### config.mk
export PLATFORM = sky130hd
export DESIGN_NAME = serial_ks_subtractor
export DESIGN_NICKNAME = d
export VERILOG_FILES = /design/src/rtl/serial_ks_subtractor.sv
export SDC_FILE = /design/constraint.sdc
export NUM_CORES = 1
export LEC_CHECK = 0
export BUFFER_PORTS_ARGS = -buffer_cell sky130_fd_sc_hd__buf_4
export CAP_MARGIN = 20
export CORE_MARGIN = 8
export CORE_UTILIZATION = 40
export DETAILED_ROUTE_END_ITERATION = 10
export PLACE_DENSITY = 0.65
export SYNTH_ARGS = -nofsm -noshare
export SYNTH_HDL_FRONTEND = slang
export SYNTH_SLANG_ARGS = --single-unit
### constraint.sdc
create_clock -name clk -period 4.65 [get_ports clk]
set_input_delay 0.6975 -clock clk [delete_from_list [all_inputs] [get_ports clk]]
set_output_delay 0.6975 -clock clk [all_outputs]
set_load 0.01 [all_outputs]
### src/rtl/serial_ks_subtractor.sv
// Multi-cycle subtractor: a - b - bin, one SLICE-bit Kogge-Stone slice per cycle,
// with a borrow chain carried between slices and a valid/ready handshake on both sides.
module serial_ks_subtractor #(
   parameter int WIDTH = 64,
   parameter int SLICE = 16
) (
   input  logic             clk,
   input  logic             rst_n,
   input  logic             in_valid,
   output logic             in_ready,
   input  logic [WIDTH-1:0] a,
   input  logic [WIDTH-1:0] b,
   input  logic             bin,
   output logic             out_valid,
   input  logic             out_ready,
   output logic [WIDTH-1:0] diff,
   output logic             bout,
   output logic             overflow
);

   localparam int NSLICE = WIDTH / SLICE;
   localparam int CW     = (NSLICE > 1) ? $clog2(NSLICE) : 1;

   typedef enum logic [1:0] {IDLE, RUN, DONE} state_t;

   state_t            state;
   logic [CW-1:0]     cnt;
   logic              carry;
   logic [WIDTH-1:0]  a_r;
   logic [WIDTH-1:0]  b_r;
   logic [SLICE-1:0]  a_s;
   logic [SLICE-1:0]  b_s;
   logic [SLICE-1:0]  sum_s;
   logic              cout_s;

   // Kogge-Stone adder; carry-in folded into bit 0's generate so the prefix tree yields every carry.
   function automatic logic [SLICE:0] ks_add(input logic [SLICE-1:0] x,
                                             input logic [SLICE-1:0] y,
                                             input logic             cin);
      logic [SLICE-1:0] p;
      logic [SLICE-1:0] gp;
      logic [SLICE-1:0] pp;
      logic [SLICE-1:0] gn;
      logic [SLICE-1:0] pn;
      logic [SLICE:0]   c;
      p     = x ^ y;
      gp    = x & y;
      gp[0] = gp[0] | (p[0] & cin);
      pp    = p;
      for (int d = 1; d < SLICE; d = d * 2) begin
         gn = gp;
         pn = pp;
         for (int i = d; i < SLICE; i++) begin
            gn[i] = gp[i] | (pp[i] & gp[i-d]);
            pn[i] = pp[i] & pp[i-d];
         end
         gp = gn;
         pp = pn;
      end
      c = {gp, cin};
      return {c[SLICE], p ^ c[SLICE-1:0]};
   endfunction

   always_comb begin
      a_s             = a_r[cnt*SLICE +: SLICE];
      b_s             = b_r[cnt*SLICE +: SLICE];
      {cout_s, sum_s} = ks_add(a_s, ~b_s, carry);
   end

   assign in_ready  = (state == IDLE);
   assign out_valid = (state == DONE);

   always_ff @(posedge clk) begin
      if (state == IDLE && in_valid) begin
         a_r <= a;
         b_r <= b;
      end
   end

   always_ff @(posedge clk) begin
      if (!rst_n) begin
         state    <= IDLE;
         cnt      <= '0;
         carry    <= 1'b0;
         diff     <= '0;
         bout     <= 1'b0;
         overflow <= 1'b0;
      end else begin
         case (state)
            IDLE: begin
               if (in_valid) begin
                  carry <= ~bin;
                  cnt   <= '0;
                  state <= RUN;
               end
            end
            RUN: begin
               diff[cnt*SLICE +: SLICE] <= sum_s;
               carry <= cout_s;
               cnt   <= cnt + CW'(1);
               if (cnt == CW'(NSLICE - 1)) begin
                  // borrow is the inverted carry of a + ~b + ~bin
                  bout     <= ~cout_s;
                  overflow <= (a_r[WIDTH-1] != b_r[WIDTH-1]) && (sum_s[SLICE-1] != a_r[WIDTH-1]);
                  state    <= DONE;
               end
            end
            DONE: begin
               if (out_ready) state <= IDLE;
            end
            default: state <= IDLE;
         endcase
      end
   end

endmodule

Word level (Yosys, flattened, before mapping):

Cells that the tools add are included.

* flip-flop bits (word level): 199
* output and inout bits: 68

* $add $sub $neg: 2
* equal/unequal tests: 8
* shift-type cells: 4
* mux-type cells: 9
* bitwise operators: 140
* reduce and logical (&&, ||, !) cells: 7

Operator list (count)
* variable part select 64 x 7 -> 16 bit: 2
* AND 1 bit: 84
* bitwise mux 64 bit: 1
* variable shift 16 x 34 -> 64 bit (first input constant): 1
* variable part select 16 x 34 -> 64 bit: 1
* OR 1 bit: 50
* negation 6 -> 34 bit: 1
* bitwise XOR 16 bit: 2
* AND 16 bit: 1
* inverter 16 bit: 1
* two-way mux 2 bit: 4
* one-hot mux 2 bit (3 select lines): 1
* == test 2 bit (second input constant): 2
* inequality test 2 bit (second input constant): 2
* one-hot mux 2 bit (2 select lines): 1
* AND reduction 2 bit: 2
* AND reduction 3 bit: 1
* adder 2 x 1 -> 2 bit (second input constant): 1
* == test 2 x 1 -> 1 bit (second input constant): 1
* logical AND 1 bit: 2
* logical NOT 2 bit: 1
* inequality test 1 bit: 2
* inequality test 2 x 1 -> 1 bit (second input constant): 1
* inverter 1 bit: 2
* 3 further kinds: 3

Depth between registers and ports, before layout:

* depth in word-level cells: 14
* gate-level depth with buffers: 12

Worst setup path before layout:

OpenSTA, ideal clock, no wires.

* kind: reg-to-reg
* start point: register cnt[0]
* end point: register diff[14]
* arrival time: 3.644 ns
* required time: 4.528 ns
* setup slack: 0.884 ns
* cell stages (with the launch flop): 12
* cells stage by stage: dfxtp_1 > clkbuf_1 > buf_2 > mux4_2 > fa_1 > fa_1 > nand2b_1 > a21o_1 > a21oi_1 > a221oi_4 > and4_2 > a311o_1

* cells in the longest elaborated chain, start to end: 14
* elaborated cells on any way between the ends: 133
* those cells by class: add/sub: 1; shift: 4; mux: 1; bitwise: 127

Ends and longest elaborated chain
* start: declaration: RTL line 27 `logic [CW-1:0] cnt;`
* start signal: assignment: RTL line 100 `cnt <= cnt + CW'(1);`
* variable part select 64 x 7 -> 16 bit: RTL line 66 `b_s = b_r[cnt*SLICE +: SLICE];`
* inverter 16 bit: RTL line 67 `{cout_s, sum_s} = ks_add(a_s, ~b_s, carry);`
* bitwise XOR 16 bit: RTL line 46 `p = x ^ y;`
* AND 1 bit: RTL line 48 `gp[0] = gp[0] | (p[0] & cin);`
* OR 1 bit: RTL line 48
* AND 1 bit: RTL line 54 `gn[i] = gp[i] | (pp[i] & gp[i-d]);`
* OR 1 bit: RTL line 54
* AND 1 bit: RTL line 54
* OR 1 bit: RTL line 54
* AND 1 bit: RTL line 54
* OR 1 bit: RTL line 54
* bitwise XOR 16 bit: RTL line 61 `return {c[SLICE], p ^ c[SLICE-1:0]};`
* variable part select 16 x 34 -> 64 bit: RTL line 98 `diff[cnt*SLICE +: SLICE] <= sum_s;`
* bitwise mux 64 bit (*): RTL line 98
* end signal: indexed assignment: RTL line 98
* end: declaration: RTL line 16 `output logic [WIDTH-1:0] diff,`

Every way passes the cells marked *; elsewhere a longest branch is shown, timed or not.
A chain may end at the register's enable or synchronous reset.

Worst setup path after layout:

* start point: register cnt[0]
* end point: register diff[26]

The elaborated chain is that of the path after synthesis.

==> impl_metrics.env <==
export IMPL_clockRootBuffer="clkbuf_16"
export IMPL_initial_utilization=0.410
export IMPL_synthToLayoutAreaGrowth_pct=28.8
export IMPL_cts_buffers=17
export IMPL_synth_seq_cells=199
export IMPL_holdBufCountCts=0
export IMPL_coreArea_mm2=0.0203
export IMPL_die_w_um=160
export IMPL_design_area_mm2=0.0107
export IMPL_ys_seq_area_frac=0.633
export IMPL_drt_iter0_drc=318
export IMPL_antenna_found_initial=0
export IMPL_setup_ws_ns=0.981
export IMPL_synth_ff_type="edfxtp_1"
export IMPL_path_cells="mux4_2 -> fa_1 -> fa_1 -> nand2b_1 -> a21o_1 -> a21oi_1 -> nor2_1 -> o311ai_1 -> o21ai_0"
export IMPL_drv_cap=0
export IMPL_diodes=0
export IMPL_rsz0062_at_grt="no"
export IMPL_max_stage_delay_ns=0.60
export IMPL_synth_enable_flop_cells=128
export IMPL_drcViolationCount=0
export IMPL_grt_pass1_wl_mm=33.0
export IMPL_die_area_mm2=0.0257
export IMPL_grt_pass1_vias=6058
export IMPL_min_period_ns=3.67
export IMPL_routedWlPerCell_um=19.5
export IMPL_clock_latency_ns=0.43
export IMPL_finClkSkew_ns=0.0120
export IMPL_setup_viol=0
export IMPL_utilization=0.527
export IMPL_synth_cell_types=53
export IMPL_first_pass_iters=5
export IMPL_track_usage=0.163
export IMPL_ys_warnings_count=0
export IMPL_die_h_um=160
export IMPL_viasPerCell=5.22
export IMPL_num_vias=5643
export IMPL_cpMostUsedCell="fa_1"
export IMPL_crit_path_max_fanout=13
export IMPL_hold_depth=1
export IMPL_synth_area_mm2=0.00832
export IMPL_io_buffers=200
export IMPL_status="complete, no violations"
export IMPL_final_nets=954
export IMPL_worstSetupPathType="reg -> reg"
export IMPL_htreeDepth=4
export IMPL_r2r_end="diff[26]"
export IMPL_dp_hpwl_mm=16.2
export IMPL_drt_wl_total_mm=21.1
export IMPL_final_cell_mix="buf_4 (209), edfxtp_1 (128), dfxtp_1 (69), o21ai_0 (39), nor2b_1 (37)"
export IMPL_cp_start_kind="register"
export IMPL_syn_inst=598
export IMPL_finalCritPeriodShare=0.789
export IMPL_core_rowCount=52
export IMPL_finalWeightedCongestion=0.867
export IMPL_post_cts_setup_buffers=0
export IMPL_dpl_cell_area_mm2=0.0101
export IMPL_syn_area_per_cell_um2=13.9
export IMPL_fin_hold_ws_ns=0.435
export IMPL_antenna_left=0
export IMPL_syn_num_nets=754
export IMPL_powerDensity_mw_per_mm2=390
export IMPL_critPathLaunch="cnt[0]"
export IMPL_layout_drive_gt1_share=0.356
export IMPL_ir_drop_v=0.000288
export IMPL_endpoint_kind="register"
export IMPL_cts_tree="built"
export IMPL_hold_violations=0
export IMPL_cp_required_ns=4.94
export IMPL_post_cts_resized=0
export IMPL_r2r_start="cnt[0]"
export IMPL_p_leak_nw=4.13
export IMPL_pre_cts_ws_ns=0.972
export IMPL_io_pins=201
export IMPL_hp_class="in -> reg"
export IMPL_critPathSlowestCell="dfxtp_2"
export IMPL_grt_start_max_net_pins=92
export IMPL_crit_buf_inv=0
export IMPL_reg2regPathDepth=9
export IMPL_r2r_slack_ns=0.98
export IMPL_final_common_cell="buf_4"
export IMPL_clock_sinks=199
export IMPL_clkTransAtPathRegs_ns=0.08
export IMPL_cp_depth=9
export IMPL_slew_headroom=0.524
export IMPL_crit_family="compound AO/OA/AOI/OAI gates"
export IMPL_async_reset_ff_frac=0
export IMPL_final_max_slew_viol_count=0
export IMPL_arrival_ns=3.96
export IMPL_overflow=0
export IMPL_fin_tns_setup_ns=0
export IMPL_nFillCells=1688
export IMPL_endpoint="diff[26]"
export IMPL_clockBufferDepth=2
export IMPL_worst_pin_slew_ns=0.712
export IMPL_fmax_ghz=0.273
## worst register-to-register path, stage by stage, from the launching register on
cell and delay (ns):
dfxtp_2 0.60, mux4_2 0.59, fa_1 0.43, fa_1 0.42, nand2b_1 0.18, a21o_1 0.19
a21oi_1 0.35, nor2_1 0.08, o311ai_1 0.49, o21ai_0 0.20
## layer usage
metal  vias to the layer above  routed length, um  global-route usage  share of wire
li1                       2667                  -                   -              -
met1                      2718               9320               0.209           0.44
met2                       239               9880               0.261           0.47
met3                        19               1650              0.0512          0.078
met4                         0                267              0.0493          0.013
met5                         -                  0                   0              0
## power by group
part	total, W	switching (W)	internal, W
clock network	0.00147	0.000708	0.000763
logic	0.000686	0.000397	0.000289
registers	0.00202	0.0000355	0.00198
## synthesized netlist by cell type (18+ instances only)
cell type | count | share of area
nor2b_1 | 37 | 0.028
dfxtp_1 | 71 | 0.17
nand3_1 | 22 | 0.013
ha_1 | 21 | 0.032
clkbuf_1 | 20 | 0.0090
mux4_2 | 32 | 0.087
edfxtp_1 | 128 | 0.46
nand2_1 | 35 | 0.016
nor2_1 | 18 | 0.0081
inv_1 | 23 | 0.010
o21ai_0 | 39 | 0.023
a22oi_1 | 24 | 0.022
## sequential cells by signal, indices dropped and copies added, names as in the netlist
register / flops
state: 2
b_r: 64
diff: 64
carry: 1
bout: 1
cnt: 2
overflow: 1
a_r: 64
## stage by stage
step	std cells	power (W)
after global routing	1081	0.00433
final	1081	0.00417
after global placement	1048	0.00272
after CTS	1080	0.00419
after floorplan	598	0.00247
after detailed placement	1048	0.00274
## final cells by class
| class | instances | area, um^2 | share of cell area |
|---|---|---|---|
| Clock buffer | 17 | 425 | 0.0397 |
| Timing Repair Buffer | 210 | 1600 | 0.149 |
| Sequential cell | 199 | 5270 | 0.492 |
| Inverter | 23 | 88.8 | 0.00830 |
| Clock inverter | 15 | 153 | 0.0143 |
| Multi-Input combinational cell | 347 | 2840 | 0.265 |
| Tap cell | 270 | 338 | 0.0315 |
## logic make-up after synthesis
| family | after synthesis | synth area share |
|---|---|---|
| fa+ha+maj | 23 | 0.0364 |
| simple gates | 160 | 0.104 |
| xor+xnor | 9 | 0.00948 |
| flops | 199 | 0.633 |
| mux | 34 | 0.0891 |
| compound gates | 121 | 0.102 |
| buf+inv | 52 | 0.0254 |
## how the worst min path moves through the flow
stage,start,to,slack (ns)
4_1_cts,b[36],b_r[36],0.42
3_5_place_dp,diff[61],diff[61],0.48
5_1_grt,b[36],b_r[36],0.41
3_3_place_gp,diff[59],diff[59],0.46
2_1_floorplan,diff[10],diff[10],0.50
6_report,b[19],b_r[19],0.44
No activity file was read; power rests on OpenSTA's default activity.
